**src/rtl/ram_wb_sc_ctrl.sv**
```systemverilog
// Wishbone B3 slave front-end for a single-port, one-cycle-latency word RAM.
// Converts byte-addressed WB accesses into RAM word accesses. Partial-byte
// writes become a read-modify-write. Incrementing and wrapping read bursts
// get pipelined RAM addresses, so a burst can deliver one beat per cycle.
//
// Handshake: a request is wb_cyc_i & wb_stb_i. The slave completes a request
// by asserting exactly one of wb_ack_o / wb_err_o for one cycle. While stb is
// low inside a read burst, the RAM address is held so the data stays valid.
// wb_dat_o is only meaningful while wb_ack_o is high.
module ram_wb_sc_ctrl #(
  parameter int wb_adr_width  = 24,
  parameter int ram_adr_width = 22,
  parameter int mem_size      = 262144
) (
  input  logic                     wb_clk_i,
  input  logic                     wb_rst_n_i,
  input  logic [wb_adr_width-1:0]  wb_adr_i,
  input  logic [31:0]              wb_dat_i,
  input  logic [3:0]               wb_sel_i,
  input  logic                     wb_we_i,
  input  logic                     wb_cyc_i,
  input  logic                     wb_stb_i,
  input  logic [2:0]               wb_cti_i,
  input  logic [1:0]               wb_bte_i,
  output logic [31:0]              wb_dat_o,
  output logic                     wb_ack_o,
  output logic                     wb_err_o,
  output logic [ram_adr_width-1:0] ram_adr_o,
  output logic [31:0]              ram_dat_o,
  output logic                     ram_we_o,
  input  logic [31:0]              ram_dat_i,
  output logic [2:0]               dbg_state_o
);

  typedef enum logic [2:0] {
    S_IDLE = 3'd0,
    S_RD   = 3'd1,
    S_RMW  = 3'd2,
    S_WACK = 3'd3,
    S_ERR  = 3'd4
  } state_e;

  state_e                   state_q, state_d;
  logic [ram_adr_width-1:0] addr_q, addr_d;
  logic [31:0]              dat_q, dat_d;
  logic [3:0]               sel_q, sel_d;

  logic                     req;
  logic [ram_adr_width-1:0] wb_word;
  logic [ram_adr_width-1:0] next_addr;
  logic                     rd_ack, rd_err;
  logic                     cti_end;
  logic [31:0]              merged;
  logic                     unused_adr_lsb;

  function automatic logic in_range(input logic [ram_adr_width-1:0] a);
    return 64'(a) < 64'(mem_size);
  endfunction

  assign req            = wb_cyc_i & wb_stb_i;
  assign wb_word        = wb_adr_i[wb_adr_width-1:2];
  assign unused_adr_lsb = ^wb_adr_i[1:0];
  assign cti_end        = (wb_cti_i == 3'b000) || (wb_cti_i == 3'b111);
  assign rd_ack         = (state_q == S_RD) && req && in_range(addr_q);
  assign rd_err         = (state_q == S_RD) && req && !in_range(addr_q);
  assign wb_dat_o       = ram_dat_i;
  assign dbg_state_o    = state_q;

  // Burst address successor: linear wraps the whole space, wrapN only the low bits.
  always_comb begin
    next_addr = addr_q + ram_adr_width'(1);
    case (wb_bte_i)
      2'b01:   next_addr = {addr_q[ram_adr_width-1:2], addr_q[1:0] + 2'd1};
      2'b10:   next_addr = {addr_q[ram_adr_width-1:3], addr_q[2:0] + 3'd1};
      2'b11:   next_addr = {addr_q[ram_adr_width-1:4], addr_q[3:0] + 4'd1};
      default: ;
    endcase
  end

  // Byte merge of the latched write data over the word just read from RAM.
  always_comb begin
    merged = ram_dat_i;
    for (int b = 0; b < 4; b++) begin
      if (sel_q[b]) merged[8*b +: 8] = dat_q[8*b +: 8];
    end
  end

  // State and datapath registers; reset aborts any operation in flight.
  always_ff @(posedge wb_clk_i or negedge wb_rst_n_i) begin
    if (!wb_rst_n_i) begin
      state_q <= S_IDLE;
      addr_q  <= '0;
      dat_q   <= '0;
      sel_q   <= '0;
    end else begin
      state_q <= state_d;
      addr_q  <= addr_d;
      dat_q   <= dat_d;
      sel_q   <= sel_d;
    end
  end

  // Next-state decision.
  always_comb begin
    state_d = state_q;
    case (state_q)
      S_IDLE: begin
        if (req) begin
          if (!in_range(wb_word))     state_d = S_ERR;
          else if (!wb_we_i)          state_d = S_RD;
          else if (wb_sel_i == 4'hF)  state_d = S_WACK;
          else                        state_d = S_RMW;
        end
      end
      S_RD: begin
        if (!wb_cyc_i)                          state_d = S_IDLE;
        else if ((rd_ack || rd_err) && cti_end) state_d = S_IDLE;
      end
      S_RMW:   state_d = S_WACK;
      S_WACK:  state_d = S_IDLE;
      S_ERR:   state_d = S_IDLE;
      default: state_d = S_IDLE;
    endcase
  end

  // Datapath next values: capture the request in IDLE, advance on read beats.
  always_comb begin
    addr_d = addr_q;
    dat_d  = dat_q;
    sel_d  = sel_q;
    case (state_q)
      S_IDLE: begin
        if (req && in_range(wb_word)) begin
          addr_d = wb_word;
          dat_d  = wb_dat_i;
          sel_d  = wb_sel_i;
        end
      end
      S_RD: begin
        if (rd_ack || rd_err) addr_d = next_addr;
      end
      default: ;
    endcase
  end

  // Outputs per state; reset forces all strobes low regardless of WB inputs.
  always_comb begin
    ram_adr_o = addr_q;
    ram_dat_o = wb_dat_i;
    ram_we_o  = 1'b0;
    wb_ack_o  = 1'b0;
    wb_err_o  = 1'b0;
    case (state_q)
      S_IDLE: begin
        ram_adr_o = wb_word;
        ram_we_o  = req && in_range(wb_word) && wb_we_i && (wb_sel_i == 4'hF);
      end
      S_RD: begin
        wb_ack_o  = rd_ack;
        wb_err_o  = rd_err;
        ram_adr_o = (rd_ack || rd_err) ? next_addr : addr_q;
      end
      S_RMW: begin
        ram_dat_o = merged;
        ram_we_o  = 1'b1;
      end
      S_WACK:  wb_ack_o = 1'b1;
      S_ERR:   wb_err_o = 1'b1;
      default: ;
    endcase
    if (!wb_rst_n_i) begin
      ram_we_o = 1'b0;
      wb_ack_o = 1'b0;
      wb_err_o = 1'b0;
    end
  end

endmodule

```
**config.mk**
```make
export PLATFORM = sky130hd
export DESIGN_NAME = ram_wb_sc_ctrl
export DESIGN_NICKNAME = d
export VERILOG_FILES = /design/src/rtl/ram_wb_sc_ctrl.sv
export SDC_FILE = /design/constraint.sdc
export NUM_CORES = 1
export LEC_CHECK = 0
export ABC_AREA = 1
export CAP_MARGIN = 40
export CORE_UTILIZATION = 44
export DETAILED_ROUTE_END_ITERATION = 16
export PLACE_DENSITY = 0.91
export SLEW_MARGIN = 5
export SYNTH_ARGS = -nofsm -noshare
export SYNTH_HDL_FRONTEND = slang
export SYNTH_SLANG_ARGS = --single-unit
```
**constraint.sdc**
```tcl
create_clock -name wb_clk_i -period 1.6 [get_ports wb_clk_i]
set_input_delay 0.16 -clock wb_clk_i [delete_from_list [all_inputs] [get_ports wb_clk_i]]
set_output_delay 0.16 -clock wb_clk_i [all_outputs]
set_load 0.01 [all_outputs]
```
==> impl_metrics.ini, run 1 <==
[critical_path]
endpoint_kind = output pin
required_ps = 1440
crit_path_start_kind = register
max_stage_delay_ps = 450
r2r_end = addr_q[13]
r2r_setup_slack_ps = -460
path_cells = nand2_1 -> inv_1 -> nand3b_1 -> nor2_4 -> nand2_2 -> nor2_1 -> nand2_1 -> nand3_2 -> nand3_2 -> buf_6
critPathLaunch = addr_q[11]
cp-endpoint = ram_adr_o[18]
crit_type = reg -> out
slowest_stage = dfrtp_1
reg2regPathDepth = 11
arrival_ps = 2140
worst-path-max-fanout = 5
worstReg2RegStart = addr_q[7]

[finish]
area_growth_pct = 104
design_area_sq_mm = 0.00946
nets = 1145
antenna_cells = 0
layout-drive-gt1-share = 0.473
fillers = 344

[floorplan]
ioPinCount = 194
die-width_um = 105
dieArea_sq_mm = 0.0110
rows = 37
core_area_sq_mm = 0.0103
fp.dieH_um = 105
start_util = 0.452

[route]
wl_per_cell_um = 24.3
drc = 0
ant_nets = 0
firstDrtPassIters = 8
vias = 7424
dr.first_iter.drc_count = 876
finalWirelength_um = 28800
viasPerCell = 6.28

[synthesis]
muxShareOfSynthArea = 0
synth_common_cells = nand2_1 (174), inv_1 (106), o21ai_0 (79)
async_flop_share = 1.00
synth_top_family_by_area = simple AND/OR/NAND/NOR gates
synthFlopType = dfrtp_1
yosysMostFrequentCell = nand2_1
postSynthCellCount = 698
synth_nets = 801
synth.area.top_cells = dfrtp_1 (33%), nand2_1 (14%), inv_1 (8.6%)
yosysTopAreaCell = dfrtp_1
synth-compound-area-share = 0.195
ys_types = 34
syn_area_sq_mm = 0.00464
synth_top_area_share = 0.329
synth_area_per_cell_sq_um = 6.65
ys_seq_area_frac = 0.329
synthAdderAreaFrac = 0.00269
yosys.area_share.simple = 0.298
synth-xor-area-share = 0
synth-edff-count = 0
synth_seq_cells = 61
yosys_warnings = 0

[clock_network]
cts_buffers = 9
root_buffer = clkbuf_8
htreeDepth = 3
clock_latency_ps = 370
clockBufferDepth = 2
cts.clk_slew.worst_paths_ps = 80
cts_sinks = 61
cts_tree = built

[timing]
maxSlewHeadroom = 0.534
finalCritPeriodShare = 1.44
slew_viol_final = 0
hold_ws_ps = 367
setup_viol = 119
hold_violations = 0
tightest_slew_ps = 699
max_freq_ghz = 0.434
tns_ps = -55850
skew_ps = 13.5
period_needed_ps = 2300
fin_ws_ps = -703
rsz0062_at_grt = true

[status]
status = finished with violations
violations = negative setup slack

[global_routing]
grt_antenna_before_repair = 0
grt_pass1_vias = 6789
grt_pass1_wl_um = 34600
grt.total_usage = 0.406
grt_max_degree = 44
grt-ovfl-total = 0

[placed_design]
io_buffers = 191
dp_hpwl_um = 12000
placed_area_sq_mm = 0.00715
place.gp.congestion = 0.995

[power]
p_leak_nw = 4.39
power_density_mw_per_mm2 = 1150
max-vdd-ir-drop_mv = 0.979

[run]
drv_cap = 0

[hold_path]
hold_class = in -> reg
## metrics by stage
stage,worst slack (ps),utilization,total power [mW],instances
floorplan,19.5,-,4.43,698
global placement,-704,0.696,6.72,1064
detailed placement,-746,0.696,6.86,1064
CTS,-501,0.829,8.93,1154
global route,-778,0.921,11.2,1183
finish,-703,0.921,10.9,1183
## layout by cell type (no fill, tap or decap), drive strengths merged, types with 2 or more instances in the layout
| cell type | Yosys | routed |
|---|---|---|
| buf | 47 | 257 |
| nand2 | 177 | 177 |
| clkdlybuf4s50 | 0 | 131 |
| inv | 113 | 112 |
| o21ai | 90 | 90 |
| nand3 | 63 | 63 |
| dfrtp | 61 | 61 |
| nor2 | 48 | 49 |
| o211ai | 39 | 39 |
| clkbuf | 16 | 14 |
| a21oi | 14 | 14 |
| nand4 | 9 | 9 |
| o221ai | 5 | 5 |
| nor3 | 5 | 5 |
| clkinv | 1 | 4 |
| clkinvlp | 0 | 3 |
| o21bai | 2 | 2 |
| nand3b | 2 | 2 |
| a22oi | 2 | 2 |
## worst min path at each step
stage	from	endpoint	slack, ps	cells past startpoint
finish	wb_dat_i[18]	dat_q[18]	370	3
global route	wb_rst_n_i	dat_q[18]	380	3
CTS	wb_rst_n_i	dat_q[18]	360	3
detailed placement	wb_rst_n_i	dbg_state_o[0]	180	2
global placement	wb_rst_n_i	dbg_state_o[0]	180	2
floorplan	wb_rst_n_i	addr_q[0]	-140	0
## flip-flops by register name, summed over array words and instances (netlist names)
signal	cells
dbg_state_o	3
dat_q	32
addr_q	22
sel_q	4
## critical path: cells and delay by family (launching register included)
kind	cells	cell delay [ps]
buffers and inverters	2	250
AND/OR/NAND/NOR	8	1070
flip-flops	1	450
## cell type report
type / instances / area, sq um / area share
clock buffers: 10 / 138 / 0.0145
clock inverters: 6 / 62.6 / 0.00661
inverters: 114 / 455 / 0.0481
multi-input cells: 461 / 3210 / 0.339
flip-flops and latches: 61 / 1530 / 0.162
well taps: 136 / 170 / 0.0180
repair buffers: 395 / 3900 / 0.412
## kinds of logic (layout without fill, tap and decap cells)
| group | after synthesis | count (layout) |
|---|---|---|
| DFF | 61 | 61 |
| and+or+nand+nor | 305 | 306 |
| AOI/OAI and AO/OA | 154 | 154 |
| buffers and inverters | 177 | 525 |
| adders and majority gates | 1 | 1 |
## layer usage
layer | vias to the layer above | part of all wire | wire length (um) | track usage
met5 | - | 0 | 0 | 0
met4 | 0 | 0.099 | 2850 | 0.244
met3 | 303 | 0.13 | 3710 | 0.105
met2 | 784 | 0.47 | 13500 | 0.719
met1 | 3395 | 0.30 | 8750 | 0.432
li1 | 2942 | - | - | -
## timing repair
item / 4_1_cts / 5_1_grt
pin swaps: 46 / 59
gates resized for setup: 471 / 185
setup buffers: 66 / 35
hold endpoints to repair: 18 / 0
cloned: 12 / 5
hold buffers: 1 / 0
endpoints found under the setup margin: 104 / 119
## where the power goes
group          leakage [nW]  total [mW]  switching, mW  internal, mW
Clock                0.0943        1.55          0.797         0.757
Sequential            0.789        2.70          0.655          2.05
Combinational          3.50        6.65           3.48          3.17
Total                  4.39        10.9           4.94          5.97
No activity file was read; power rests on OpenSTA's default activity.
==> run 2, diff against run 1 <==
--- a/config.mk
+++ b/config.mk
@@ -7,6 +7,7 @@
 export LEC_CHECK = 0
 export ABC_AREA = 1
 export CAP_MARGIN = 40
+export CORE_MARGIN = 4
 export CORE_UTILIZATION = 44
 export DETAILED_ROUTE_END_ITERATION = 16
 export PLACE_DENSITY = 0.91
==> impl_metrics.ini, run 2 (synthesized netlist as in run 1, its figures left out) <==
[finish]
fillers = 503
layout_commonest_cell = nand2_1
antenna_cells = 0
reg_top3 = dat_q x32, addr_q x22, sel_q x4
area_growth_pct = 89.1
instances_no_fill = 1136
layout-drive-gt1-share = 0.394
regMostFlops = dat_q
nets = 1098
largest_reg_flops = 32
layout_common_cells = nand2_1 (142), clkdlybuf4s50_1 (130), buf_4 (107)
utilization = 0.850

[timing]
skew_ps = 14.8
max_freq_ghz = 0.435
tightest_slew_ps = 614
hold_violations = 0
setup_viol = 118
period_needed_ps = 2300
rsz0062_at_grt = true
hold_ws_ps = 377
maxSlewHeadroom = 0.591
slew_viol_final = 0
tns_ps = -53880
finalCritPeriodShare = 1.44
fin_ws_ps = -699

[route]
dr.first_iter.drc_count = 834
wl_met3_um = 2350
top_layer_used = met4
drt-met1-wl_um = 8290
ant_nets = 0
wl_met2_um = 12200
vias = 6783
finalWirelength_um = 24700
drc = 0
wl_per_cell_um = 21.8
firstDrtPassIters = 5
viasPerCell = 5.97

[critical_path]
max_stage_delay_ps = 460
worstReg2RegStart = dbg_state_o[2]
timing.critical_path.mode_cell = nor2_4
cp_top_family = simple AND/OR/NAND/NOR gates
required_ps = 1440
worst-path-max-fanout = 5
r2r_end = dat_q[3]
critPathBufInv = 3
slowest_stage = dfrtp_2
arrival_ps = 2140
reg2regPathDepth = 13
r2r_setup_slack_ps = -500
crit_type = reg -> out
crit_path_start_kind = register
endpoint_kind = output pin
path_cells = inv_2 -> nand2_4 -> nor2_4 -> nand3_4 -> buf_12 -> nor2_4 -> nand2_1 -> nand3_1 -> o211ai_1 -> buf_2

[power]
p_leak_nw = 4.17
clkPwrFrac = 0.138
seqPwrFrac = 0.270
p_sw_frac = 0.446
p_int_mw = 5.37
power_density_mw_per_mm2 = 1100
switching_power_mw = 4.33
combPwrFrac = 0.592
max-vdd-ir-drop_mv = 0.861

[floorplan]
ioPinCount = 194
rows = 37
dieArea_sq_mm = 0.0123
fp.dieH_um = 111
core_area_sq_mm = 0.0103
start_util = 0.450
die-width_um = 111

[placed_design]
pre_cts_ws_ps = -743
place.gp.congestion = 0.973
dp_hpwl_um = 11800
dp.cells = 1045
io_buffers = 191

[hold_path]
hold_start = wb_dat_i[17]
min_to = dat_q[17]
min_path_cells = 3
hold_class = in -> reg

[global_routing]
grt_pass1_wl_um = 31500
grt_pass1_vias = 6259
grt_max_degree = 44
grt-ovfl-total = 0
grt.total_usage = 0.313
grt_antenna_before_repair = 0

[clock_network]
cts_buffers = 9
htreeDepth = 3
cts_sinks = 61
clockBufferDepth = 2
root_buffer = clkbuf_8
cts_tree = built
cts.clk_slew.worst_paths_ps = 80
clock_latency_ps = 350

[status]
status = finished with violations
violations = negative setup slack

[run]
drv_cap = 0
## run 2: routing by layer
layer	track usage	vias to the layer above
li1	-	2860
met1	0.338	3128
met2	0.570	604
met3	0.0655	191
met4	0.168	0
met5	0	-
## run 2: per-stage QoR
| step | instance area (sq um) | power (mW) |
|---|---|---|
| after floorplan | 4650 | 4.43 |
| after global placement | 7020 | 6.55 |
| after detailed placement | 7020 | 6.67 |
| after CTS | 7900 | 8.46 |
| after global routing | 8780 | 10.1 |
| final | 8780 | 9.70 |
## run 2: final cells by class
type / count / area [sq um] / share of cell area
Inverter: 114 / 469 / 0.0534
Sequential cell: 61 / 1530 / 0.175
Clock buffer: 13 / 159 / 0.0181
Tap cell: 136 / 170 / 0.0194
Multi-Input combinational cell: 460 / 3010 / 0.343
Timing Repair Buffer: 349 / 3420 / 0.390
Clock inverter: 3 / 20.0 / 0.00228
## run 2: how the worst max path moves through the flow
stage	start	to	slack, ps	cells after the start
after floorplan	dbg_state_o[2]	ram_we_o	20	8
after detailed placement	wb_stb_i	ram_adr_o[14]	-740	10
final	dbg_state_o[2]	ram_adr_o[7]	-700	10
after global placement	wb_cyc_i	ram_adr_o[6]	-730	11
after CTS	dbg_state_o[2]	ram_adr_o[16]	-500	10
after global routing	dbg_state_o[0]	ram_adr_o[18]	-770	11
## run 2: power groups by stage
stage,registers (mW),logic (mW),clock network (mW)
after detailed placement,2.51,4.16,0
after global routing,2.66,6.03,1.40
after floorplan,2.42,2.01,0
final,2.62,5.74,1.34
after global placement,2.48,4.08,0
after CTS,2.50,4.66,1.30
## run 2: repair_timing
action | in CTS | in global routing
resized for setup | 415 | 143
setup endpoints to repair | 112 | 119
pin swaps | 24 | 43
hold buffers | 1 | 0
endpoints found under the hold margin | 61 | 0
cloned | 9 | 8
setup buffers | 31 | 27
## run 2: worst reg2reg max path, delay by kind of cell (launching register included)
kind	cells	cell delay, ps
DFF	1	460
AOI/OAI and AO/OA	1	100
and+or+nand+nor	4	350
buffers and inverters	8	1070
==> run 3, diff against run 2 <==
--- a/config.mk
+++ b/config.mk
@@ -10,6 +10,8 @@
 export CORE_MARGIN = 4
 export CORE_UTILIZATION = 44
 export DETAILED_ROUTE_END_ITERATION = 16
+export GPL_TIMING_DRIVEN = 0
+export HOLD_SLACK_MARGIN = 0.08
 export PLACE_DENSITY = 0.91
 export SLEW_MARGIN = 5
 export SYNTH_ARGS = -nofsm -noshare
==> constraint.sdc (replaced) <==
create_clock -name wb_clk_i -period 1.6 [get_ports wb_clk_i]
set_input_delay 0.32 -clock wb_clk_i [delete_from_list [all_inputs] [get_ports wb_clk_i]]
set_output_delay 0.32 -clock wb_clk_i [all_outputs]
set_load 0.01 [all_outputs]
==> impl_metrics.ini, run 3 (synthesized netlist as in run 1, its figures left out) <==
[clock_network]
holdBufCountCts = 0
clockBufferDepth = 2
root_buffer = clkbuf_8
htreeDepth = 3
cts.clk_slew.worst_paths_ps = 80
clock_latency_ps = 350
cts_buffers = 9
cts_sinks = 61
cts_tree = built

[critical_path]
r2r_setup_slack_ps = -690
arrival_ps = 2190
reg2regPathDepth = 14
crit_type = reg -> out
required_ps = 1280
crit_path_start_kind = register
endpoint_kind = output pin
worst-path-max-fanout = 7

[finish]
layout-drive-gt1-share = 0.400
fillers = 526
regMostFlops = dat_q
design_area_sq_mm = 0.00880
area_growth_pct = 89.4
reg_top3 = dat_q x32, addr_q x22, sel_q x4
instances_no_fill = 1149
utilization = 0.852
largest_reg_flops = 32
nets = 1111
antenna_cells = 0
layout_common_cells = nand2_1 (140), inv_1 (101), clkdlybuf4s50_1 (94)
layout_commonest_cell = nand2_1

[global_routing]
grt_max_degree = 64
grt-ovfl-total = 0
grt.total_usage = 0.323
grt_pass1_vias = 6541
grt_pass1_wl_um = 32600
grt_antenna_before_repair = 0

[route]
wl_met3_um = 2100
viasPerCell = 5.83
dr.first_iter.drc_count = 702
drc = 0
drt-met1-wl_um = 8180
wl_met2_um = 11800
ant_nets = 0
finalWirelength_um = 23700
top_layer_used = met4
firstDrtPassIters = 6
wl_per_cell_um = 20.6
vias = 6699

[floorplan]
core_area_sq_mm = 0.0103
rows = 37
dieArea_sq_mm = 0.0123
die-width_um = 111
start_util = 0.450
fp.dieH_um = 111
ioPinCount = 194

[placed_design]
placed_area_sq_mm = 0.00680
dp.cells = 1025
dp_hpwl_um = 12400
io_buffers = 191
place.gp.congestion = 0.948

[power]
switching_power_mw = 4.14
p_total_mw = 9.60
seqPwrFrac = 0.280
power_density_mw_per_mm2 = 1090
max-vdd-ir-drop_mv = 0.883
combPwrFrac = 0.541
clkPwrFrac = 0.179
p_int_mw = 5.47
p_sw_frac = 0.431
p_leak_nw = 4.15

[timing]
fin_ws_ps = -914
finalCritPeriodShare = 1.57
maxSlewHeadroom = 0.424
rsz0062_at_grt = true
max_freq_ghz = 0.398
period_needed_ps = 2510
tightest_slew_ps = 863
hold_violations = 0
tns_ps = -54460
slew_viol_final = 0
skew_ps = 12.0
setup_viol = 113

[run]
drv_cap = 0

[hold_path]
hold_class = in -> async

[status]
violations = negative setup slack
status = finished with violations
==> run 3: cell types whose count changed in the layout (fill, tap and decap cells not counted), sizes merged <==
| cell | before | now |
|---|---|---|
| clkdlybuf4s15 | 0 | 1 |
| dlygate4sd3 | 1 | 0 |
| inv | 110 | 112 |
| clkdlybuf4s50 | 130 | 94 |
| clkinvlp | 3 | 1 |
| bufinv | 0 | 3 |
| clkbuf | 21 | 25 |
| buf | 206 | 214 |
| dlygate4sd2 | 2 | 37 |
| bufbuf | 1 | 0 |
==> run 3: path summary, 6_finish.rpt <==
path | startpoint | to
max | dbg_state_o[2] | ram_adr_o[16]
min | wb_rst_n_i | addr_q[10]
max reg2reg | dbg_state_o[2] | addr_q[4]
min reg2reg | dat_q[25] | dat_q[25]
max in group asynchronous | wb_rst_n_i | addr_q[4]
min in group wb_clk_i | wb_cyc_i | dbg_state_o[0]
==> run 3: worst max-delay path: stages, from the launching register on <==
cell and delay, ps:
dfrtp_2 460, inv_2 100, nand2_2 90, nor2_4 130
nand3_4 170, buf_6 170, nor2_4 140, nand2_1 130
nand2_1 140, nand3_2 90, nand3_2 100, buf_6 110
==> run 3: cell type report <==
type,count,area (sq um),area share
Multi-Input combinational cell,460,2920,0.332
Timing Repair Buffer,307,2950,0.335
Clock inverter,6,111,0.0127
Tap cell,136,170,0.0193
Buffer,55,515,0.0586
Clock buffer,10,128,0.0145
Sequential cell,61,1540,0.175
Inverter,114,464,0.0528
==> run 3: timing repair <==
item	CTS	global route
gates cloned	5	8
setup buffers	80	36
endpoints found under the setup margin	149	119
gates resized for setup	497	148
pin swaps	30	39
==> run 3: per-layer routing <==
layer  GRT usage  vias to the layer above
li1            -                     2872
met1       0.363                     3123
met2       0.563                      547
met3      0.0770                      157
met4       0.172                        0
met5           0                        -
==> run 3: power by group through the flow <==
stage / sequential (mW) / clock, mW / combinational, mW
global placement: 2.50 / 0 / 3.60
floorplan: 2.42 / 0 / 2.07
finish: 2.69 / 1.72 / 5.19
global route: 2.74 / 1.79 / 5.54
CTS: 2.57 / 1.71 / 4.05
detailed placement: 2.53 / 0 / 3.66
==> run 3: metrics by stage <==
stage / setup slack, ps / hold slack, ps
floorplan: -90.4 / 24.4
global placement: -2700 / 469
detailed placement: -1280 / 463
CTS: -703 / 93.3
global route: -971 / 124
finish: -914 / 62.2
